`src/rtl/mem_bus_ctrl.sv`:
```
// MEM-stage data bus controller: issues one bus transaction per load/store,
// stalls the pipeline while it is outstanding and holds the returned word.
`timescale 1ns/1ps
module mem_bus_ctrl #(
    parameter int KSEG_MAP = 1
) (
    input  logic        clk,
    input  logic        rst,
    input  logic        mem_en,
    input  logic        mem_wr,
    input  logic [1:0]  mem_size,
    input  logic [31:0] mem_addr,
    input  logic [31:0] mem_wdata,
    input  logic        except_flag,
    input  logic        stall_other,
    output logic        data_req,
    output logic        data_wr,
    output logic [1:0]  data_size,
    output logic [31:0] data_addr,
    output logic [31:0] data_wdata,
    input  logic        data_addr_ok,
    input  logic        data_data_ok,
    input  logic [31:0] data_rdata,
    output logic [31:0] mem_rdata,
    output logic        mem_stall
);

    // state | meaning
    // IDLE  | no access outstanding, waiting for a load/store
    // ADDR  | request on the bus, waiting for address accept
    // DATA  | address accepted, waiting for data/write done
    // HOLD  | access finished but pipeline still held elsewhere
    typedef enum logic [1:0] {IDLE, ADDR, DATA, HOLD} state_t;

    localparam bit KSEG_ON = (KSEG_MAP != 0);

    state_t      state, state_nx;
    logic        start, done, kseg;
    logic [31:0] paddr, rdata_q;

    always_comb begin
        kseg  = KSEG_ON && (mem_addr[31:30] == 2'b10);
        paddr = kseg ? {3'b000, mem_addr[28:0]} : mem_addr;
        start = (state == IDLE) && mem_en && !except_flag;
        done  = ((state == DATA) && data_data_ok) ||
                ((state == ADDR) && data_addr_ok && data_data_ok);
    end

    always_comb begin
        state_nx  = state;
        data_req  = 1'b0;
        mem_stall = 1'b0;
        mem_rdata = rdata_q;
        case (state)
            IDLE: begin
                mem_stall = start;
                if (start) state_nx = ADDR;
            end
            ADDR: begin
                data_req  = 1'b1;
                mem_stall = 1'b1;
                if (data_addr_ok) state_nx = DATA;
            end
            DATA: begin
                mem_stall = !data_data_ok;
            end
            HOLD: begin
                if (!stall_other) state_nx = IDLE;
            end
            default: state_nx = IDLE;
        endcase
        // completion overrides the ADDR/DATA successor
        if (done) begin
            mem_rdata = data_rdata;
            state_nx  = stall_other ? HOLD : IDLE;
        end
    end

    always_ff @(posedge clk or posedge rst) begin
        if (rst) begin
            state      <= IDLE;
            data_wr    <= 1'b0;
            data_size  <= 2'b00;
            data_addr  <= 32'h0;
            data_wdata <= 32'h0;
            rdata_q    <= 32'h0;
        end else begin
            state <= state_nx;
            if (start) begin
                data_wr    <= mem_wr;
                data_size  <= mem_size;
                data_addr  <= paddr;
                data_wdata <= mem_wdata;
            end
            if (done) rdata_q <= data_rdata;
        end
    end

endmodule

```
`config.mk`:
```
export PLATFORM = sky130hd
export DESIGN_NAME = mem_bus_ctrl
export DESIGN_NICKNAME = d
export VERILOG_FILES = /design/src/rtl/mem_bus_ctrl.sv
export SDC_FILE = /design/constraint.sdc
export NUM_CORES = 1
export LEC_CHECK = 0
export ABC_AREA = 1
export BUFFER_PORTS_ARGS = -buffer_cell sky130_fd_sc_hd__buf_2
export CORE_ASPECT_RATIO = 1.75
export CORE_MARGIN = 1.5
export CORE_UTILIZATION = 45
export DETAILED_ROUTE_END_ITERATION = 12
export PLACE_DENSITY_LB_ADDON = 0.08
export SLEW_MARGIN = 20
export SYNTH_ARGS = -nofsm -noshare
export SYNTH_HDL_FRONTEND = slang
export SYNTH_SLANG_ARGS = --single-unit
```
`constraint.sdc`:
```
create_clock -name clk -period 3.7 [get_ports clk]
set_clock_uncertainty 0.2 [all_clocks]
set_input_delay 0.37 -clock clk [delete_from_list [all_inputs] [get_ports clk]]
set_output_delay 0.37 -clock clk [all_outputs]
set_load 0.01 [all_outputs]
```
==> results of run 1 <==
==> tightest hold or removal path: cells and delay by family <==
| kind | cells | cell delay (ns) |
|---|---|---|
| AND/OR/NAND/NOR | 2 | 0.09 |
| buffers and inverters | 1 | 0.07 |
==> Yosys cell counts <==
master / count / area, sq um
nand2_4: 1 / 11.26
buf_2: 9 / 45.04
inv_1: 7 / 26.28
nand2_2: 2 / 12.51
nor2_1: 1 / 3.750
nand2_1: 279 / 1047
clkbuf_1: 3 / 11.26
nand3b_1: 2 / 15.01
o21ai_0: 3 / 15.01
inv_2: 2 / 7.510
dfrtp_1: 101 / 2527
nor3_4: 1 / 16.27
nand4_1: 2 / 12.51
buf_1: 2 / 7.510
nand3_1: 37 / 185.2
a21oi_1: 1 / 5.000
buf_6: 5 / 56.30
buf_4: 6 / 45.04
==> layer usage <==
| metal | global-route usage | part of all wire | vias to the layer above |
|---|---|---|---|
| met5 | 0 | 0 | - |
| met4 | 0.09305 | 0.023 | 0 |
| met3 | 0.05090 | 0.070 | 17 |
| met2 | 0.3724 | 0.52 | 153 |
| met1 | 0.2530 | 0.39 | 1679 |
| li1 | - | - | 1820 |
==> report_power, final <==
group	switching [uW]	total, uW	internal [uW]
registers	251	1900	1650
clock network	389	879	489
logic	1140	1850	708
==> metrics by stage <==
stage / power [uW] / hold slack (ns) / worst slack, ns / std cells / utilization
after floorplan: 2990 / 0.2866 / 0.4829 / 464 / -
after global placement: 3739 / 0.2483 / 1.168 / 766 / 0.5838
after detailed placement: 3787 / 0.2508 / 1.076 / 766 / 0.5838
after CTS: 4681 / 0.02069 / 0.6911 / 783 / 0.6169
after global routing: 5007 / 0.02422 / 0.4963 / 783 / 0.6169
final: 4623 / 0.02650 / 0.7436 / 783 / 0.6169
==> sequential cells by signal, summed over array words and instances, names as in the netlist <==
register    flops
data_addr      32
data_wdata     32
rdata_q        32
data_size       2
state           2
data_wr         1
==> final timing paths <==
check,to,startpoint
worst max-delay path,mem_rdata[8],state[1]
worst min-delay path,data_addr[13],mem_addr[13]
worst max register to register,rdata_q[8],state[1]
worst min register to register,data_size[0],data_size[0]
max in group asynchronous,data_wdata[18],rst
min in group asynchronous,data_wdata[16],rst
==> timing repair <==
| item | in CTS | in global routing |
|---|---|---|
| endpoints found under the hold margin | 53 | 0 |
| hold buffers | 1 | 0 |
| endpoints found under the setup margin | 0 | 0 |
==> kinds of logic after synthesis <==
kind of cell,after synthesis
buffers and inverters,34
AOI/OAI and AO/OA,4
DFF,101
and+or+nand+nor,325
==> cell type report <==
type                    count  share of cell area
flip-flops and latches    101              0.4694
multi-input cells         329              0.2459
repair buffers            211              0.1989
clock buffers              12             0.04764
well taps                 117             0.02719
inverters                   9            0.006739
clock inverters             4            0.004183
==> out/metrics.cfg, run 1 <==
[floorplanning]
die_area_sq_um=9601
placeableCoreArea_sq_um=8727
die-width_microns=74.72
die_y_microns=128.5
rows=45
start_util=0.4641
io_pins=207

[clock_network]
cts_setup_buffers=0
cts_tree=done
post_cts_resized=0
clk_latency_ns=0.34
htreeDepth=3
cts.sinks=101
ctsLongestPathBuffers=2
ctsRootBufferMaster=clkbuf_16
numCtsBuffers=9
clkTransAtPathRegs_ns=0.07

[drt]
drc=0
wl_microns=10220
first_pass_iters=7
viasPerCell=4.686
vias=3669
first_iter_violations=169
postRouteAntennaNets=0
wire_per_inst_microns=13.05

[finish]
syn_to_final_growth_pct=32.93
multi_input_area_sq_um=1324
nFillCells=805
num_antenna_cells=0
postLayoutCellArea_sq_um=5384
mostFrequentLayoutCells=nand2_1 (279), buf_2 (206), dfrtp_1 (101), nand3_1 (37), clkbuf_16 (9)
final_common_cell=nand2_1
register_area_sq_um=2527
layout-drive-gt1-share=0.3483
fin_nets=767

[global_routing]
grt_pass1_wl_microns=15830
grt_pass1_vias=3486
antenna_found_initial=0
grt_max_degree=66
overflow=0
grt_usage=0.2167

[outcome]
status=complete, no violations

[critical_path]
cp_top_family=simple AND/OR/NAND/NOR gates
crit_top_cell=nand2_1
crit_path_end_kind=primary output
critPathBufInv=2
critical_path_required_ns=3.13
start_kind=flip-flop
critPathArrivalTime_ns=2.39
worstPathMaxFanout=34
crit_chain=inv_1, nand3_1, nand2_2, nand2_4, nand2_1, nand2_1, buf_2
cp.depth=7
max_stage_delay_ns=0.50
path_class=reg2out
cpMaxStageDelayCell=dfrtp_1
r2r_cells=6
ff2ff_setup_slack_ns=1.48

[synth]
syn_area_sq_um=4050
synth.distinct_cells=18
synth-simple-area-share=0.3219
synth_nets=570
avgSynthCellArea_sq_um=8.729
synth.yosys.seq_area_share=0.6240
synth_mux_area_frac=0
synth-seq-cells=101
synth-adder-area-share=0
synthCells=464
synth_compound_area_frac=0.004943
synthXorXnorAreaFrac=0
synth_top_family_by_area=simple AND/OR/NAND/NOR gates
ys_warn_count=0

[timing]
maxSlewViolCount=0
period_minus_slack_ns=2.956
setup_viol=0
rsz0062_at_grt=no
hold_violations=0
setup_tns_ns=0
finalCritPeriodShare=0.7990
max_freq_ghz=0.3382
worst_slew_pin_slew_ns=0.6964
slew_headroom=0.5357

[placement]
port_buffers=206
place_hpwl_microns=7158
dpl_cell_area_sq_um=5095
routabilityCongestion=0.7950

[worst_hold_path]
hp-class=in2reg
holdPathStages=3

[pwr]
power.density_nw_per_um2=858.6
vdd_drop_max_mv=0.5346
leakagePower_uw=0.003248

[job]
drv_cap=0

Power figures use the tool's default switching activity.
==> inputs of run 2 (changes only) <==
--- a/config.mk
+++ b/config.mk
@@ -5,11 +5,11 @@
 export SDC_FILE = /design/constraint.sdc
 export NUM_CORES = 1
 export LEC_CHECK = 0
-export ABC_AREA = 1
+export ABC_AREA = 0
 export BUFFER_PORTS_ARGS = -buffer_cell sky130_fd_sc_hd__buf_2
 export CORE_ASPECT_RATIO = 1.75
 export CORE_MARGIN = 1.5
-export CORE_UTILIZATION = 45
+export CORE_UTILIZATION = 43
 export DETAILED_ROUTE_END_ITERATION = 12
 export PLACE_DENSITY_LB_ADDON = 0.08
 export SLEW_MARGIN = 20
==> constraint.sdc (replaced) <==
create_clock -name clk -period 2.47 [get_ports clk]
set_clock_uncertainty 0.2 [all_clocks]
set_input_delay 0.247 -clock clk [delete_from_list [all_inputs] [get_ports clk]]
set_output_delay 0.247 -clock clk [all_outputs]
set_load 0.01 [all_outputs]
==> run 2 against run 1 <==
  * Die area is 20% higher
  * Critical endpoint is now mem_rdata[6]
  * Routed wire length rose by 24%
  * Critical path type unchanged
  * Clock power increased by 57%
  * Critical path depth decreased by 2
  * Synthesized cell count fell by 17%
  * Sequential power increased by 58%
  * Power is 80% higher
==> out/metrics.cfg, run 2 <==
[global_routing]
grt_usage=0.2198  ; was 0.2167
overflow=0  ; unchanged
antenna_found_initial=2  ; was 0
grt_max_degree=70  ; was 66
grt_pass1_wl_microns=19560  ; was 15830 microns
grt_pass1_vias=4145  ; was 3486

[timing]
layout_setup_ws_ns=0.1154  ; was 0.7436 ns
finalCritPeriodShare=0.9533
worst_slew_pin_slew_ns=0.6589  ; was 0.6964 ns
hold_violations=0  ; unchanged
setup_viol=0  ; unchanged
maxSlewViolCount=0  ; unchanged
period_minus_slack_ns=2.355
slew_headroom=0.5608  ; was 0.5357
setup_tns_ns=0  ; unchanged
max_freq_ghz=0.4247
rsz0062_at_grt=no  ; unchanged

[critical_path]
critical_path_required_ns=2.02  ; was 3.13 ns
cpMaxStageDelayCell=dfrtp_2  ; was dfrtp_1
crit_path_end_kind=primary output  ; unchanged
crit_chain=nor2b_4, clkbuf_16, mux2i_1, a211oi_1, buf_2  ; was inv_1, nand3_1, nand2_2, nand2_4, nand2_1, nand2_1, buf_2
path_class=reg2out  ; unchanged
start_kind=flip-flop  ; unchanged
worstPathMaxFanout=14  ; was 34
critPathArrivalTime_ns=1.91  ; was 2.39 ns
max_stage_delay_ns=0.49  ; was 0.50 ns

[synth]
yosysTopAreaCell=dfrtp_1  ; unchanged
synthCells=383  ; was 464
netlist_top_cells_area=dfrtp_1 (54%), mux2_2 (14%), mux2i_1 (7.1%)  ; was dfrtp_1 (62%), nand2_1 (26%), nand3_1 (4.6%)
yosysMostFrequentCell=dfrtp_1  ; was nand2_1
netlist.area_leader.share=0.5423  ; was 0.6240
synth-seq-cells=101  ; unchanged
synth_commonest_cells=dfrtp_1 (101), mux2_2 (59), nor2_1 (37)  ; was nand2_1 (279), dfrtp_1 (101), nand3_1 (37)
avgSynthCellArea_sq_um=12.17  ; was 8.729 sq um
synth.distinct_cells=20  ; was 18
syn_area_sq_um=4661  ; was 4050 sq um
ys_warn_count=0  ; unchanged
synth_nets=489  ; was 570
synth-async-reset-ratio=1.000  ; unchanged
synth.yosys.seq_area_share=0.5423  ; was 0.6240
synth_flop_cell=dfrtp_1  ; unchanged
synth_edf_count=0  ; unchanged

[finish]
layout-drive-gt1-share=0.4710  ; was 0.3483
largestRegisters=data_addr x32, data_wdata x32, rdata_q x32  ; unchanged
mostFrequentLayoutCells=buf_2 (206), dfrtp_1 (100), dlygate4sd3_1 (70), mux2_2 (59), nor2_1 (37)  ; was nand2_1 (279), buf_2 (206), dfrtp_1 (101), nand3_1 (37), clkbuf_16 (9)
final_common_cell=buf_2  ; was nand2_1
syn_to_final_growth_pct=48.00  ; was 32.93%
fin_nets=757  ; was 767

[clock_network]
clkTransAtPathRegs_ns=0.07  ; about the same
cts_tree=done  ; unchanged
numCtsBuffers=9  ; unchanged
ctsRootBufferMaster=clkbuf_16  ; unchanged
clk_latency_ns=0.34  ; about the same
htreeDepth=3  ; unchanged
cts.sinks=101  ; unchanged
ctsLongestPathBuffers=2  ; unchanged

[floorplanning]
io_pins=207  ; unchanged
die-width_microns=81.70  ; was 74.72 microns
placeableCoreArea_sq_um=10640  ; was 8727 sq um
die_area_sq_um=11500  ; was 9601 sq um
start_util=0.4382  ; was 0.4641
rows=50  ; was 45
die_y_microns=140.7  ; was 128.5 microns

[drt]
vias=4026  ; was 3669
drc=0  ; unchanged
wl_microns=12640  ; was 10220 microns
postRouteAntennaNets=0  ; unchanged
first_pass_iters=4  ; was 7
first_iter_violations=132  ; was 169
wire_per_inst_microns=16.04  ; was 13.05 microns
viasPerCell=5.109  ; was 4.686

[pwr]
leakagePower_uw=0.003297  ; was 0.003248 uW
power.density_nw_per_um2=1205  ; was 858.6 nW/um^2
vdd_drop_max_mv=0.7566  ; was 0.5346 mV

[placement]
port_buffers=206  ; unchanged
routabilityCongestion=0.7346  ; was 0.7950
place_hpwl_microns=8116  ; was 7158 microns
pre_cts_slack_ns=0.3844  ; was 1.076 ns

[outcome]
status=complete, no violations  ; unchanged

[worst_hold_path]
hp-class=in2reg  ; unchanged

[job]
drv_cap=0  ; unchanged

## run 2: changes by cell type in the layout (fill, tap and decap cells not counted), moves of 6 or more
cell	delta
nand2_1	-276
dlygate4sd3_1	+69
mux2_2	+59
nand3_1	-37
nor2_1	+36
mux2i_1	+33
o22ai_1	+33
nand2b_1	+32
a211oi_1	+29
mux2_4	+6
## run 2: through the flow
stage	instance area [sq um]	hold slack [ns]	utilization	power, uW	cells
after floorplan	4664	0.1830	-	5275	383
after global placement	5832	0.2613	0.5484	6658	696
after detailed placement	5832	0.2729	0.5484	6780	696
after CTS	6838	0.005055	0.6429	8302	782
after global routing	6895	0.03639	0.6484	8875	787
final	6898	0.01693	0.6486	8313	788
## run 2: final timing paths
| path | start | end | slack, ns | cells past startpoint |
|---|---|---|---|---|
| hold reg to reg | data_addr[29] | data_addr[29] | 0.29 | 2 |
| setup / recovery | state[1] | mem_rdata[6] | 0.12 | 5 |
| hold / removal | data_addr_ok | state[1] | 0.02 | 3 |
| setup reg to reg | state[1] | data_wdata[7] | 0.51 | 3 |
| max in group asynchronous | rst | state[1] | 1.11 | 4 |
| min in group asynchronous | rst | rdata_q[27] | 0.47 | 4 |
## run 2: metal layers
metal	wire length, microns	vias to the layer above	GRT usage
met4	331	0	0.09099
met3	807	25	0.06084
met5	0	-	0
met1	4861	1954	0.2373
met2	6641	134	0.3915
li1	-	1913	-
## run 2: layout make-up
class | count | area (sq um)
Clock buffer | 10 | 239.0
Inverter | 3 | 15.01
Antenna cell | 2 | 5.005
Fill cell | 852 | 3737
Tap cell | 130 | 162.7
Clock inverter | 6 | 55.05
Multi-Input combinational cell | 247 | 1983
Timing Repair Buffer | 289 | 1909
Sequential cell | 101 | 2529
## run 2: power breakdown
| group | switching (uW) | internal [uW] |
|---|---|---|
| clock | 650 | 729 |
| combinational | 2020 | 1920 |
| sequential | 491 | 2500 |
## run 2: what timing repair did
item,CTS,global route
setup buffers,0,3
hold buffers,70,0
pin swaps,0,0
gates cloned,0,1
gates resized for setup,3,2
endpoints found under the setup margin,5,22
endpoints found under the hold margin,169,0
## run 2: kinds of logic after synthesis
| kind of cell | synth area share |
|---|---|
| buffers and inverters | 0.03758 |
| AO/OA/AOI/OAI | 0.1039 |
| multiplexers | 0.2328 |
| flip-flops | 0.5423 |
| AND/OR/NAND/NOR | 0.08349 |
## run 2: critical path, delay by kind of cell (launching register included)
| family | cells | cell delay [ns] |
|---|---|---|
| AO/OA/AOI/OAI | 1 | 0.31 |
| buffers and inverters | 2 | 0.44 |
| flip-flops | 1 | 0.49 |
| multiplexers | 1 | 0.09 |
| AND/OR/NAND/NOR | 1 | 0.23 |
==> inputs of run 3 (changes only) <==
--- a/config.mk
+++ b/config.mk
@@ -8,7 +8,7 @@
 export ABC_AREA = 0
 export BUFFER_PORTS_ARGS = -buffer_cell sky130_fd_sc_hd__buf_2
 export CORE_ASPECT_RATIO = 1.75
-export CORE_MARGIN = 1.5
+export CORE_MARGIN = 10
 export CORE_UTILIZATION = 43
 export DETAILED_ROUTE_END_ITERATION = 12
 export PLACE_DENSITY_LB_ADDON = 0.08
==> run 3 against run 2 <==
  * Worst setup slack better by 0.0035 ns
  * Critical path depth stayed put
  * Maximum frequency is 0.15% higher
  * Sequential share of layout area is 0.053 points lower
  * Utilization is 0.094 points higher
  * Cell count is 0.76% lower
  * Cell area is 0.15% higher
  * Largest cell class unchanged
  * Largest power group unchanged
  * Highest routed layer unchanged
==> out/metrics.cfg, run 3 (synthesized netlist as in run 2, its figures left out) <==
[placement]
pre_cts_slack_ns=0.3283  ; was 0.3844 ns
place_hpwl_microns=9914  ; was 8116 microns
routabilityCongestion=0.7368  ; was 0.7346
port_buffers=206  ; unchanged

[drt]
postRouteAntennaNets=0  ; unchanged
first_iter_violations=143  ; was 132
first_pass_iters=4  ; unchanged
wl_microns=14070  ; was 12640 microns
drc=0  ; unchanged
vias=3975  ; was 4026
viasPerCell=5.083  ; was 5.109
wire_per_inst_microns=17.99  ; was 16.04 microns

[pwr]
power_uw=8559  ; was 8313 uW
vdd_drop_max_mv=0.7290  ; was 0.7566 mV
leakagePower_uw=0.003302  ; was 0.003297 uW
power.density_nw_per_um2=1239  ; was 1205 nW/um^2

[clock_network]
htreeDepth=3  ; unchanged
cts_setup_buffers=0  ; unchanged
clk_latency_ns=0.34  ; about the same
ctsLongestPathBuffers=2  ; unchanged
cts.sinks=101  ; unchanged
ctsRootBufferMaster=clkbuf_16  ; unchanged
numCtsBuffers=9  ; unchanged
clkTransAtPathRegs_ns=0.07  ; about the same
cts_tree=done  ; unchanged

[timing]
setup_viol=0  ; unchanged
rsz0062_at_grt=yes  ; was no
max_freq_ghz=0.4253  ; was 0.4247 GHz
period_minus_slack_ns=2.351  ; was 2.355 ns
whs_ns=0.01875  ; was 0.01693 ns
finalCritPeriodShare=0.9519  ; was 0.9533
hold_violations=0  ; unchanged
worst_slew_pin_slew_ns=0.4849  ; was 0.6589 ns
layout_setup_ws_ns=0.1189  ; was 0.1154 ns
maxSlewViolCount=0  ; unchanged
slew_headroom=0.6761  ; was 0.5608

[finish]
largestRegisters=data_addr x32, data_wdata x32, rdata_q x32  ; unchanged
mostFrequentLayoutCells=buf_2 (206), dfrtp_1 (100), dlygate4sd3_1 (70), mux2_2 (59), nor2_1 (37)  ; unchanged
num_antenna_cells=0  ; was 2
fin_nets=753  ; was 757
final_common_cell=buf_2  ; unchanged
final_util=0.6495  ; was 0.6486
layout-drive-gt1-share=0.4647  ; was 0.4710
nFillCells=838  ; was 852
syn_to_final_growth_pct=48.21  ; was 48.00%

[critical_path]
critPathArrivalTime_ns=1.90  ; was 1.91 ns
timing.rr.end=data_wdata[28]  ; was data_wdata[7]
r2r_cells=3  ; unchanged
r2r-start=state[0]  ; was state[1]
endpoint=mem_rdata[2]  ; was mem_rdata[6]
ff2ff_setup_slack_ns=0.51  ; about the same
path_class=reg2out  ; unchanged
start_kind=flip-flop  ; unchanged
setup.worst_path.start=state[0]  ; was state[1]
critical_path_required_ns=2.02  ; about the same
worstPathMaxFanout=29  ; was 14
crit_path_end_kind=primary output  ; unchanged

[global_routing]
grt_pass1_vias=4244  ; was 4145
grt_max_degree=70  ; unchanged
antenna_found_initial=0  ; was 2
overflow=0  ; unchanged
grt_pass1_wl_microns=22010  ; was 19560 microns
grt_usage=0.1744  ; was 0.2198

[job]
drv_cap=0  ; unchanged

[floorplanning]
io_pins=207  ; unchanged
die-width_microns=98.70  ; was 81.70 microns
die_y_microns=157.7  ; was 140.7 microns
die_area_sq_um=15570  ; was 11500 sq um
rows=50  ; unchanged
start_util=0.4382  ; unchanged
placeableCoreArea_sq_um=10640  ; unchanged

[outcome]
status=complete, no violations  ; unchanged

[worst_hold_path]
hp-class=in2reg  ; unchanged

run 3: stage by stage:
| step | setup TNS (ns) | instances | area [sq um] |
|---|---|---|---|
| 2_1_floorplan | 0 | 383 | 4664 |
| 3_3_place_gp | 0 | 696 | 5844 |
| 3_5_place_dp | 0 | 696 | 5844 |
| 4_1_cts | 0 | 782 | 6889 |
| 5_1_grt | -0.04143 | 782 | 6908 |
| 6_report | 0 | 782 | 6908 |
run 3: worst max-delay path, cell delays in order, from the launching register on:
cell,delay [ns]
dfrtp_1,0.49
nand2b_2,0.25
buf_12,0.21
o22ai_1,0.10
a211oi_1,0.31
buf_2,0.20
run 3: layout make-up:
| cell class | count | area [sq um] | share of cell area |
|---|---|---|---|
| flip-flops and latches | 101 | 2529 | 0.3661 |
| multi-input cells | 247 | 1983 | 0.2871 |
| repair buffers | 285 | 1878 | 0.2719 |
| clock buffers | 11 | 232.7 | 0.03369 |
| well taps | 130 | 162.7 | 0.02355 |
| clock inverters | 5 | 107.6 | 0.01558 |
| inverters | 3 | 15.01 | 0.002174 |
run 3: report_power, final:
| group | total (uW) | internal [uW] | leakage (uW) | switching, uW |
|---|---|---|---|---|
| sequential | 3000 | 2510 | 0.00121 | 491 |
| clock | 1600 | 997 | 0.000164 | 608 |
| combinational | 3960 | 1890 | 0.00193 | 2070 |
run 3: how the worst min path moves through the flow:
| stage | from | endpoint | slack [ns] | cells past startpoint |
|---|---|---|---|---|
| final | data_addr_ok | state[1] | 0.02 | 3 |
| after global routing | data_addr_ok | state[1] | 0.04 | 3 |
| after CTS | data_addr_ok | state[1] | 0.008 | 3 |
| after detailed placement | rst | data_addr[31] | 0.10 | 2 |
| after global placement | rst | data_addr[29] | 0.11 | 2 |
| after floorplan | mem_addr[31] | data_addr[31] | 0.18 | 2 |
run 3: layer usage:
layer	wire [microns]	share of wire	up-vias	GRT usage
met5	0	0	-	0
met1	5179	0.37	1908	0.1858
li1	-	-	1909	-
met3	1128	0.080	12	0.05980
met4	181	0.013	0	0.05209
met2	7579	0.54	146	0.3153
run 3: repair_timing:
action / CTS / global route
hold buffers: 70 / 0
hold endpoints to repair: 88 / 0
gates resized for setup: 1 / 5
endpoints found under the setup margin: 2 / 30
